**config.mk**
```make
export PLATFORM = sky130hd
export DESIGN_NAME = nn_train_sequencer_flat
export DESIGN_NICKNAME = d
export VERILOG_FILES = /design/src/rtl/nn_train_sequencer_if.sv /design/src/rtl/nn_train_sequencer.sv /design/src/flat_wrapper.sv
export SDC_FILE = /design/constraint.sdc
export NUM_CORES = 1
export LEC_CHECK = 0
export ABC_AREA = 1
export CORE_MARGIN = 1.5
export CORE_UTILIZATION = 30
export CTS_CLUSTER_SIZE = 8
export DETAILED_ROUTE_END_ITERATION = 8
export PLACE_DENSITY_LB_ADDON = 0.05
export SLEW_MARGIN = 20
export SYNTH_ARGS = -nofsm -noshare
export SYNTH_HDL_FRONTEND = slang
export SYNTH_SLANG_ARGS = --single-unit
```
**constraint.sdc**
```tcl
create_clock -name clk -period 6.5 [get_ports clk]
set_input_delay 1.625 -clock clk [delete_from_list [all_inputs] [get_ports clk]]
set_output_delay 1.625 -clock clk [all_outputs]
set_load 0.005 [all_outputs]
```
**src/rtl/nn_train_sequencer_if.sv**
```systemverilog
// nn_train_sequencer_if: control bus between the training sequencer and the NN datapath/memories.
interface nn_train_sequencer_if #(
    parameter int A = 16,
    parameter int ND = 4,
    parameter int S = 4
);
    logic start, abort, train;
    logic [15:0] batch, max_it;
    logic busy, done;
    logic [2:0] state;
    logic [15:0] iter;
    logic [A-1:0] nd_addr, x_addr, y_addr, t_addr;
    logic nd_we, dtb, in_we, y_we, bp_we;
    logic [S-1:0] save_sel;
    logic [ND-1:0] c_we;
    modport master (
        input  start, abort, train, batch, max_it,
        output busy, done, state, iter, nd_addr, nd_we, dtb, save_sel, c_we,
               x_addr, in_we, y_addr, y_we, t_addr, bp_we
    );
    modport slave (
        output start, abort, train, batch, max_it,
        input  busy, done, state, iter, nd_addr, nd_we, dtb, save_sel, c_we,
               x_addr, in_we, y_addr, y_we, t_addr, bp_we
    );
endinterface

```
**src/rtl/nn_train_sequencer.sv**
```systemverilog
// nn_train_sequencer: start/done driven coefficient load, forward/train and save sequencer for the
// fixed-point NN datapath; every output is registered from the next-state values.
module nn_train_sequencer #(
    parameter int LTOT = 3,
    parameter logic [32*LTOT-1:0] LR = {32'd1, 32'd3, 32'd2},
    parameter int ND = 4,
    parameter int WT = 9,
    parameter int A = 16,
    parameter int RD_LAT = 1,
    parameter int DP = 2,
    parameter int T0 = 12001
) (
    input  logic clk,
    input  logic rst,
    nn_train_sequencer_if.master bus
);
    localparam int W = WT + ND;
    localparam int S = $clog2(W);
    localparam int SX = int'(LR[31:0]);
    localparam int P = SX + RD_LAT + DP;
    localparam int LD = W + RD_LAT;
    typedef enum logic [2:0] {IDLE, LOAD, FWD, TRAIN, SAVE, DONE} state_e;
    state_e state_q, state_d;
    logic [31:0] cnt_q, cnt_d, base_d;
    logic [15:0] s_q, s_d, iter_q, iter_d, batch_q, batch_d, max_q, max_d;
    logic train_q, train_d, smp, sv;
    // Node words are contiguous per node: bias then one weight per node of the previous layer.
    function automatic logic [ND-1:0] owner(input int k);
        int base, n, fan;
        base = 0;
        n = 0;
        owner = '0;
        for (int l = 1; l < LTOT; l++) begin
            fan = int'(LR[32*(l-1) +: 32]) + 1;
            for (int j = 0; j < int'(LR[32*l +: 32]); j++) begin
                if (k >= base && k < base + fan) owner = ND'(1) << (ND - 1 - n);
                base += fan;
                n++;
            end
        end
    endfunction
    always_comb begin
        state_d = state_q;
        cnt_d = cnt_q + 32'd1;
        s_d = s_q;
        iter_d = iter_q;
        batch_d = batch_q;
        max_d = max_q;
        train_d = train_q;
        if (bus.abort) begin
            state_d = IDLE;
            cnt_d = '0;
        end else begin
            case (state_q)
                IDLE: begin
                    cnt_d = '0;
                    if (bus.start) begin
                        train_d = bus.train;
                        batch_d = bus.batch;
                        max_d = bus.max_it;
                        iter_d = '0;
                        s_d = '0;
                        state_d = (bus.batch == 16'd0 || (bus.train && bus.max_it == 16'd0)) ? DONE : LOAD;
                    end
                end
                LOAD: if (cnt_q == 32'(LD - 1)) begin
                    state_d = train_q ? TRAIN : FWD;
                    cnt_d = '0;
                    s_d = '0;
                end
                FWD, TRAIN: if (cnt_q == 32'(P - 1)) begin
                    cnt_d = '0;
                    s_d = s_q + 16'd1;
                    if (s_q == batch_q - 16'd1) state_d = (state_q == TRAIN) ? SAVE : DONE;
                end
                SAVE: if (cnt_q == 32'(W - 1)) begin
                    cnt_d = '0;
                    iter_d = iter_q + 16'd1;
                    state_d = (iter_q + 16'd1 == max_q) ? DONE : LOAD;
                end
                default: begin
                    state_d = IDLE;
                    cnt_d = '0;
                end
            endcase
        end
    end
    assign smp = state_d == FWD || state_d == TRAIN;
    assign sv = state_d == SAVE;
    assign base_d = 32'(iter_d) * 32'(batch_d) + 32'(s_d);
    assign bus.state = state_q;
    assign bus.iter = iter_q;
    always_ff @(posedge clk or posedge rst) begin
        if (rst) begin
            state_q <= IDLE;
            cnt_q <= '0;
            s_q <= '0;
            iter_q <= '0;
            batch_q <= '0;
            max_q <= '0;
            train_q <= 1'b0;
            bus.busy <= 1'b0;
            bus.done <= 1'b0;
            bus.nd_addr <= '0;
            bus.nd_we <= 1'b0;
            bus.dtb <= 1'b0;
            bus.save_sel <= '0;
            bus.c_we <= '0;
            bus.x_addr <= '0;
            bus.in_we <= 1'b0;
            bus.y_addr <= '0;
            bus.y_we <= 1'b0;
            bus.t_addr <= A'(T0);
            bus.bp_we <= 1'b0;
        end else begin
            state_q <= state_d;
            cnt_q <= cnt_d;
            s_q <= s_d;
            iter_q <= iter_d;
            batch_q <= batch_d;
            max_q <= max_d;
            train_q <= train_d;
            bus.busy <= state_d != IDLE;
            bus.done <= state_d == DONE;
            bus.nd_addr <= ((state_d == LOAD && cnt_d < W) || sv) ? A'(cnt_d) : '0;
            bus.nd_we <= sv;
            bus.dtb <= sv;
            bus.save_sel <= sv ? S'(cnt_d) : '0;
            bus.c_we <= (state_d == LOAD && cnt_d >= RD_LAT) ? owner(int'(cnt_d) - RD_LAT) : '0;
            bus.x_addr <= (smp && cnt_d < SX) ? A'(base_d * SX + cnt_d) : '0;
            bus.in_we <= smp && cnt_d >= RD_LAT && cnt_d < RD_LAT + SX;
            bus.y_addr <= smp ? A'(base_d) : '0;
            bus.y_we <= state_d == FWD && cnt_d == 32'(P - 1);
            bus.t_addr <= A'(smp ? base_d + T0 : T0);
            bus.bp_we <= state_d == TRAIN && cnt_d == 32'(P - 1);
        end
    end
endmodule
```
**src/flat_wrapper.sv**
```systemverilog
// flat-port wrapper written by rule: the top's interface ports become plain ports
module nn_train_sequencer_flat 
#(
    parameter int LTOT = 3,
    parameter logic [32*LTOT-1:0] LR = {32'd1, 32'd3, 32'd2},
    parameter int ND = 4,
    parameter int WT = 9,
    parameter int A = 16,
    parameter int RD_LAT = 1,
    parameter int DP = 2,
    parameter int T0 = 12001
)
  (clk, rst, bus_start, bus_abort, bus_train, bus_batch, bus_max_it, bus_busy, bus_done, bus_state, bus_iter, bus_nd_addr, bus_nd_we, bus_dtb, bus_save_sel, bus_c_we, bus_x_addr, bus_in_we, bus_y_addr, bus_y_we, bus_t_addr, bus_bp_we);
  nn_train_sequencer_if #(.A(A), .ND(ND)) bus_i ();
  input  logic clk;
  input  logic rst;
  input wire logic [$bits(bus_i.start)-1:0] bus_start;
  input wire logic [$bits(bus_i.abort)-1:0] bus_abort;
  input wire logic [$bits(bus_i.train)-1:0] bus_train;
  input wire logic [$bits(bus_i.batch)-1:0] bus_batch;
  input wire logic [$bits(bus_i.max_it)-1:0] bus_max_it;
  output wire logic [$bits(bus_i.busy)-1:0] bus_busy;
  output wire logic [$bits(bus_i.done)-1:0] bus_done;
  output wire logic [$bits(bus_i.state)-1:0] bus_state;
  output wire logic [$bits(bus_i.iter)-1:0] bus_iter;
  output wire logic [$bits(bus_i.nd_addr)-1:0] bus_nd_addr;
  output wire logic [$bits(bus_i.nd_we)-1:0] bus_nd_we;
  output wire logic [$bits(bus_i.dtb)-1:0] bus_dtb;
  output wire logic [$bits(bus_i.save_sel)-1:0] bus_save_sel;
  output wire logic [$bits(bus_i.c_we)-1:0] bus_c_we;
  output wire logic [$bits(bus_i.x_addr)-1:0] bus_x_addr;
  output wire logic [$bits(bus_i.in_we)-1:0] bus_in_we;
  output wire logic [$bits(bus_i.y_addr)-1:0] bus_y_addr;
  output wire logic [$bits(bus_i.y_we)-1:0] bus_y_we;
  output wire logic [$bits(bus_i.t_addr)-1:0] bus_t_addr;
  output wire logic [$bits(bus_i.bp_we)-1:0] bus_bp_we;
  assign bus_i.start = bus_start;
  assign bus_i.abort = bus_abort;
  assign bus_i.train = bus_train;
  assign bus_i.batch = bus_batch;
  assign bus_i.max_it = bus_max_it;
  assign bus_busy = bus_i.busy;
  assign bus_done = bus_i.done;
  assign bus_state = bus_i.state;
  assign bus_iter = bus_i.iter;
  assign bus_nd_addr = bus_i.nd_addr;
  assign bus_nd_we = bus_i.nd_we;
  assign bus_dtb = bus_i.dtb;
  assign bus_save_sel = bus_i.save_sel;
  assign bus_c_we = bus_i.c_we;
  assign bus_x_addr = bus_i.x_addr;
  assign bus_in_we = bus_i.in_we;
  assign bus_y_addr = bus_i.y_addr;
  assign bus_y_we = bus_i.y_we;
  assign bus_t_addr = bus_i.t_addr;
  assign bus_bp_we = bus_i.bp_we;
  nn_train_sequencer #(.LTOT(LTOT), .LR(LR), .ND(ND), .WT(WT), .A(A), .RD_LAT(RD_LAT), .DP(DP), .T0(T0)) u_core (.clk(clk), .rst(rst), .bus(bus_i));
endmodule
```
==> results.json, run 1 <==
{
  "critPathMaxFanout": 5,
  "p_per_area_mw_per_mm2": 181.7,
  "yosys_most_used_dff": "dfrtp_1",
  "synth_area_leaders": "dfrtp_1 (26%), nand2_1 (13%), fa_1 (12%)",
  "worstSetupPathType": "in -> reg",
  "cts_made_buffers": 17,
  "tightest_slew_ns": 1.006,
  "place_congestion": 0.8997,
  "synth_seq_area_share": 0.2717,
  "netlist_area_mm2": 0.01643,
  "ir_worst_vdd_mv": 0.2137,
  "avgSynthCellArea_um2": 7.149,
  "place_area_mm2": 0.02122,
  "max_freq_mhz": 141.7,
  "drv_slew": 0,
  "synth_compound_area_frac": 0.06884,
  "synth_top_area_share": 0.2589,
  "core-area_mm2": 0.05403,
  "synthTopCellsByCount": "nand2_1 (569), inv_1 (427), nor2_1 (314)",
  "cp_slowest_cell": "fa_2",
  "htree_levels": 4,
  "required_ns": 6.88,
  "cts_root_buf": "clkbuf_16",
  "numPlacedInstances": 3403,
  "cts_tree": "built",
  "fin_area_mm2": 0.02334,
  "synth_cell_types": 61,
  "dp_hpwl_mm": 53.37,
  "finClkSkew_ns": 0.02072,
  "end_kind": "register",
  "synthArstFlopShare": 1.000,
  "rsz0062_at_grt": "yes",
  "synth_edf_count": 0,
  "wl_per_cell_um": 18.32,
  "p_leak_nw": 11.89,
  "fp.dieW_um": 237.0,
  "period_share": 1.086,
  "synth_fa_ha_area_frac": 0.1752,
  "synth_fp_nets": 2508,
  "ios": 135,
  "die_height_um": 237.0,
  "initial_core_util": 0.3041,
  "diodes": 0,
  "synth_most_common_cell": "nand2_1",
  "nets": 3005,
  "grt_max_degree": 104,
  "pre_cts_slack_ns": -1.750,
  "synth.area.mux_share": 0.01028,
  "route.antenna.remaining_nets": 0,
  "grt_pass1_vias": 17090,
  "post-synth-top-area-cell": "dfrtp_1",
  "grt_pass1_wl_mm": 99.93,
  "grt_overflow": 0,
  "core.rowCount": 85,
  "synth-simple-area-share": 0.3188,
  "clk_pin_slew_ns": 0.08,
  "critPathMaxStageDelay_ns": 0.59,
  "hold_viol": 0,
  "holdCritPathClass": "reg -> reg",
  "antenna_found_initial": 1,
  "viasPerCell": 4.673,
  "clock_latency_ns": 0.49,
  "finalSetupViolations": 17,
  "area_delta_synth_final_pct": 42.09,
  "vias": 16370,
  "track_usage": 0.2359,
  "drv_cap": 0,
  "status": "finished, violations left",
  "synth_top_family_by_area": "simple AND/OR/NAND/NOR gates",
  "cts_sinks": 178,
  "synth_seq_cells": 178,
  "maxSlewHeadroom": 0.3225,
  "finalNonFillerCells": 3504,
  "port_buffers": 134,
  "arrival_ns": 7.44,
  "final_util": 0.4321,
  "drtPass1Iterations": 5,
  "cts_max_path_buffers": 2,
  "start_kind": "input pin",
  "final.min_clock_period_ns": 7.057,
  "fillers": 5650,
  "violations": "negative setup slack",
  "setup_ws_ns": -0.5571,
  "drt_iter0_drc": 931,
  "die-area_mm2": 0.05618,
  "layout-drive-gt1-share": 0.2596,
  "synth_cells": 2298,
  "holdWs_ns": 0.5377,
  "drt_wl_total_mm": 64.20,
  "yosysWarnings": 0,
  "drcViolationCount": 0,
  "synth-xor-area-share": 0.04478
}
layer usage:
metal | vias up | wire length [um] | track usage
met5 | - | 0 | 0
met4 | 0 | 1208 | 0.06119
met3 | 61 | 2592 | 0.03276
met2 | 285 | 32290 | 0.4135
met1 | 7868 | 28110 | 0.3037
li1 | 8160 | - | -
cells in the final DEF (no fill, tap or decap), drive strengths merged, types with 13 or more instances in the layout:
cell           synthesis  routed
a21oi                 39      39
buf                   23     376
clkbuf                12      17
clkdlybuf4s50          0     132
dfrtp                170     170
fa                    95      95
ha                    78      78
inv                  433     440
mux2                  15      15
nand2                591     594
nand3                165     165
nand4                 47      47
nor2                 341     341
nor3                  20      20
nor4                  13      13
o211ai                24      24
o21ai                 70      70
xnor2                 23      23
xor2                  61      61
power by group:
part	switching [W]	internal [W]	total (W)	leakage, nW
logic	0.00100	0.000892	0.00190	9.22
registers	0.0000540	0.00116	0.00122	2.36
clock network	0.000563	0.000565	0.00113	0.307
worst max-delay path: cells and delay by family:
kind                     cells  cell delay [ns]
AND/OR/NAND/NOR              7             0.56
XOR/XNOR                     1             0.24
adder cells (fa/ha/maj)      8             3.00
buffers and inverters       11             1.03
AO/OA/AOI/OAI                6             0.97
cells by family after synthesis:
logic type,Yosys count
AOI/OAI and AO/OA,177
DFF,178
xor gates and xnor gates,84
adders and majority gates,173
muxes,15
buffers and inverters,470
and+or+nand+nor,1201
cell type report:
type | instances | area [um2] | share of cell area
clock buffers | 17 | 425.4 | 0.01822
clock inverters | 15 | 207.7 | 0.008897
inverters | 435 | 1680 | 0.07198
multi-input cells | 1653 | 11200 | 0.4796
flip-flops and latches | 178 | 4464 | 0.1912
well taps | 696 | 870.8 | 0.03730
repair buffers | 509 | 4492 | 0.1924
repair inverters | 1 | 7.507 | 0.0003216
through the flow:
step	setup TNS (ns)	total power, W
detailed placement	-36.47	0.002816
floorplan	-4.991	0.002093
CTS	-4.220	0.004164
finish	-5.039	0.004243
global placement	-35.05	0.002809
global route	-9.219	0.004517
path summary, 6_finish.rpt:
kind | from | end | slack (ns) | depth (start not counted)
min in group asynchronous | rst | u_core.max_q[8] | 1.66 | 2
max | bus_start | u_core.bus.x_addr[15] | -0.56 | 33
max reg2reg | u_core.cnt_q[1] | u_core.bus.x_addr[15] | -0.34 | 37
max in group asynchronous | rst | u_core.bus.t_addr[10] | 3.80 | 3
min | u_core.max_q[14] | u_core.max_q[14] | 0.54 | 1
min reg2reg | u_core.max_q[14] | u_core.max_q[14] | 0.54 | 1
state kept, by name (all words and copies together) (netlist names), 3 cells and up:
register,flops
u_core.cnt_q,32
u_core.s_q,16
u_core.bus.y_addr,16
u_core.bus.c_we,4
u_core.batch_q,16
u_core.bus.nd_addr,16
u_core.bus.iter,16
u_core.bus.t_addr,16
u_core.max_q,16
u_core.bus.x_addr,16
u_core.bus.state,3
u_core.bus.save_sel,4
what timing repair did:
| action | in CTS | in global routing |
|---|---|---|
| hold buffers | 0 | 0 |
| setup endpoints to repair | 29 | 25 |
| gates cloned | 4 | 1 |
| gates resized for setup | 130 | 104 |
| buffers inserted | 45 | 30 |
| pin swaps | 93 | 96 |
No activity file was read; power rests on OpenSTA's default activity.
==> run 2: changes to the inputs <==
--- a/config.mk
+++ b/config.mk
@@ -10,6 +10,7 @@
 export CORE_UTILIZATION = 30
 export CTS_CLUSTER_SIZE = 8
 export DETAILED_ROUTE_END_ITERATION = 8
+export DONT_BUFFER_PORTS = 1
 export PLACE_DENSITY_LB_ADDON = 0.05
 export SLEW_MARGIN = 20
 export SYNTH_ARGS = -nofsm -noshare
==> results.json, run 2 (same netlist as run 1, synthesis figures left out) <==
{
  "r2r_cells": 42,
  "violations": "negative setup slack",
  "nets": 2823,
  "setup_ws_ns": -0.4438,
  "grt-busiest-layer": "met2",
  "fillers": 5867,
  "p_leak_nw": 11.09,
  "cts_tree": "built",
  "grt_max_degree": 88,
  "drt_wl_total_mm": 63.99,
  "maxSlewHeadroom": 0.4477,
  "final.min_clock_period_ns": 6.944,
  "status": "finished, violations left",
  "final_cell_mix": "nand2_1 (531), inv_1 (392), buf_4 (305), nor2_1 (296), dfrtp_1 (170)",
  "cpMostUsedCell": "fa_1",
  "dp_hpwl_mm": 54.10,
  "vias": 15770,
  "top_register": "u_core.cnt_q",
  "grt_use_met2": 0.4035,
  "initial_core_util": 0.3041,
  "total_power_w": 0.004004,
  "die_height_um": 237.0,
  "fin_area_mm2": 0.02123,
  "finalSetupViolations": 13,
  "tightest_slew_ns": 0.8235,
  "rr_startpoint": "u_core.cnt_q[1]",
  "required_ns": 6.88,
  "viasPerCell": 4.745,
  "drv_cap": 0,
  "largest_reg_flops": 32,
  "worstSetupPathType": "in -> reg",
  "rsz0062_at_grt": "yes",
  "grt_use_met3": 0.03579,
  "grt_pass1_wl_mm": 98.94,
  "wl_per_cell_um": 19.26,
  "place_congestion": 0.9025,
  "htree_levels": 4,
  "ir_worst_vdd_mv": 0.2073,
  "final_common_cell": "nand2_1",
  "end_kind": "register",
  "drcViolationCount": 0,
  "port_buffers": 0,
  "cts_root_buf": "clkbuf_16",
  "crit_path_start": "bus_start",
  "start_kind": "input pin",
  "cts-hold-fix-buffers": 0,
  "grt_pass1_vias": 16360,
  "holdCritPathClass": "reg -> reg",
  "drt_iter0_drc": 976,
  "fp.dieW_um": 237.0,
  "track_usage": 0.2366,
  "max_freq_mhz": 144.0,
  "period_share": 1.068,
  "critPathMaxFanout": 8,
  "hold_depth": 2,
  "critPathMaxStageDelay_ns": 0.56,
  "worstHoldStart": "u_core.train_q",
  "area_delta_synth_final_pct": 29.22,
  "core-area_mm2": 0.05403,
  "finClkSkew_ns": 0.01919,
  "place_area_mm2": 0.01990,
  "clock_latency_ns": 0.49,
  "hold_viol": 0,
  "arrival_ns": 7.33,
  "layout-drive-gt1-share": 0.2403,
  "clk_pin_slew_ns": 0.08,
  "drtPass1Iterations": 5,
  "route.antenna.remaining_nets": 0,
  "grt_use_met1": 0.3109,
  "cts_sinks": 178,
  "die-area_mm2": 0.05618,
  "antenna_found_initial": 0,
  "final_util": 0.3930,
  "p_per_area_mw_per_mm2": 188.6,
  "ios": 135,
  "core.rowCount": 85,
  "drv_slew": 0,
  "tns_ns": -2.561,
  "grt_overflow": 0,
  "cts_max_path_buffers": 2,
  "cp_slowest_cell": "fa_1",
  "cts_made_buffers": 17,
  "pre_cts_slack_ns": -1.026
}
run 2: cell types whose count changed in the layout (fill, tap and decap cells not counted), moves of 4 or more:
cell             previous run  this run
buf_6                      30        17
ha_1                       50        58
ha_4                       20        15
nand2_1                   526       531
nand3_1                   145       151
buf_12                     15         8
buf_4                     329       305
nor2_1                    290       296
nor2_2                     37        29
inv_2                      46        30
clkdlybuf4s50_1           132         0
nand3_2                    16        10
a21oi_1                    21        25
inv_1                     378       392
run 2: layout make-up:
class | count | area, um2 | area share
diodes | 1 | 2.502 | 0.0001179
clock buffers | 17 | 425.4 | 0.02004
clock inverters | 15 | 185.2 | 0.008722
inverters | 435 | 1688 | 0.07950
multi-input cells | 1651 | 10950 | 0.5159
flip-flops and latches | 178 | 4464 | 0.2103
well taps | 696 | 870.8 | 0.04102
repair buffers | 330 | 2641 | 0.1244
run 2: metal layers:
metal  up-vias  share of wire
met2       245           0.49
met1      7676           0.45
met5         -              0
met4         0          0.022
met3        58          0.032
li1       7788              -
run 2: through the flow:
stage | std cells | hold WS [ns]
finish | 3323 | 0.5313
global route | 3322 | 0.5548
CTS | 3311 | 0.5374
detailed placement | 3269 | 0.5073
global placement | 3269 | 0.5108
floorplan | 2298 | 0.4539
run 2: worst max-delay path: cells and delay by family:
kind | cells | cell delay (ns)
buffers and inverters | 10 | 0.84
and+or+nand+nor | 11 | 0.97
adders and majority gates | 7 | 3.29
AOI/OAI and AO/OA | 3 | 0.58
run 2: worst paths after layout:
kind / slack (ns) / to
max in group asynchronous: 4.21 / u_core.bus.c_we[3]
min in group asynchronous: 1.03 / u_core.max_q[10]
max: -0.44 / u_core.bus.t_addr[15]
max reg2reg: -0.31 / u_core.bus.t_addr[15]
min reg2reg: 0.53 / u_core.train_q
min: 0.53 / u_core.train_q
run 2: power by group:
| group | leakage (nW) | switching, W | internal (W) |
|---|---|---|---|
| clock | 0.293 | 0.000556 | 0.000553 |
| combinational | 8.44 | 0.000926 | 0.000750 |
| sequential | 2.36 | 0.0000537 | 0.00116 |
run 2: timing repair:
action,in CTS,in global routing
resized for setup,80,75
buffers inserted,8,12
pin swaps,9,32
gates cloned,2,0
endpoints found under the setup margin,15,18
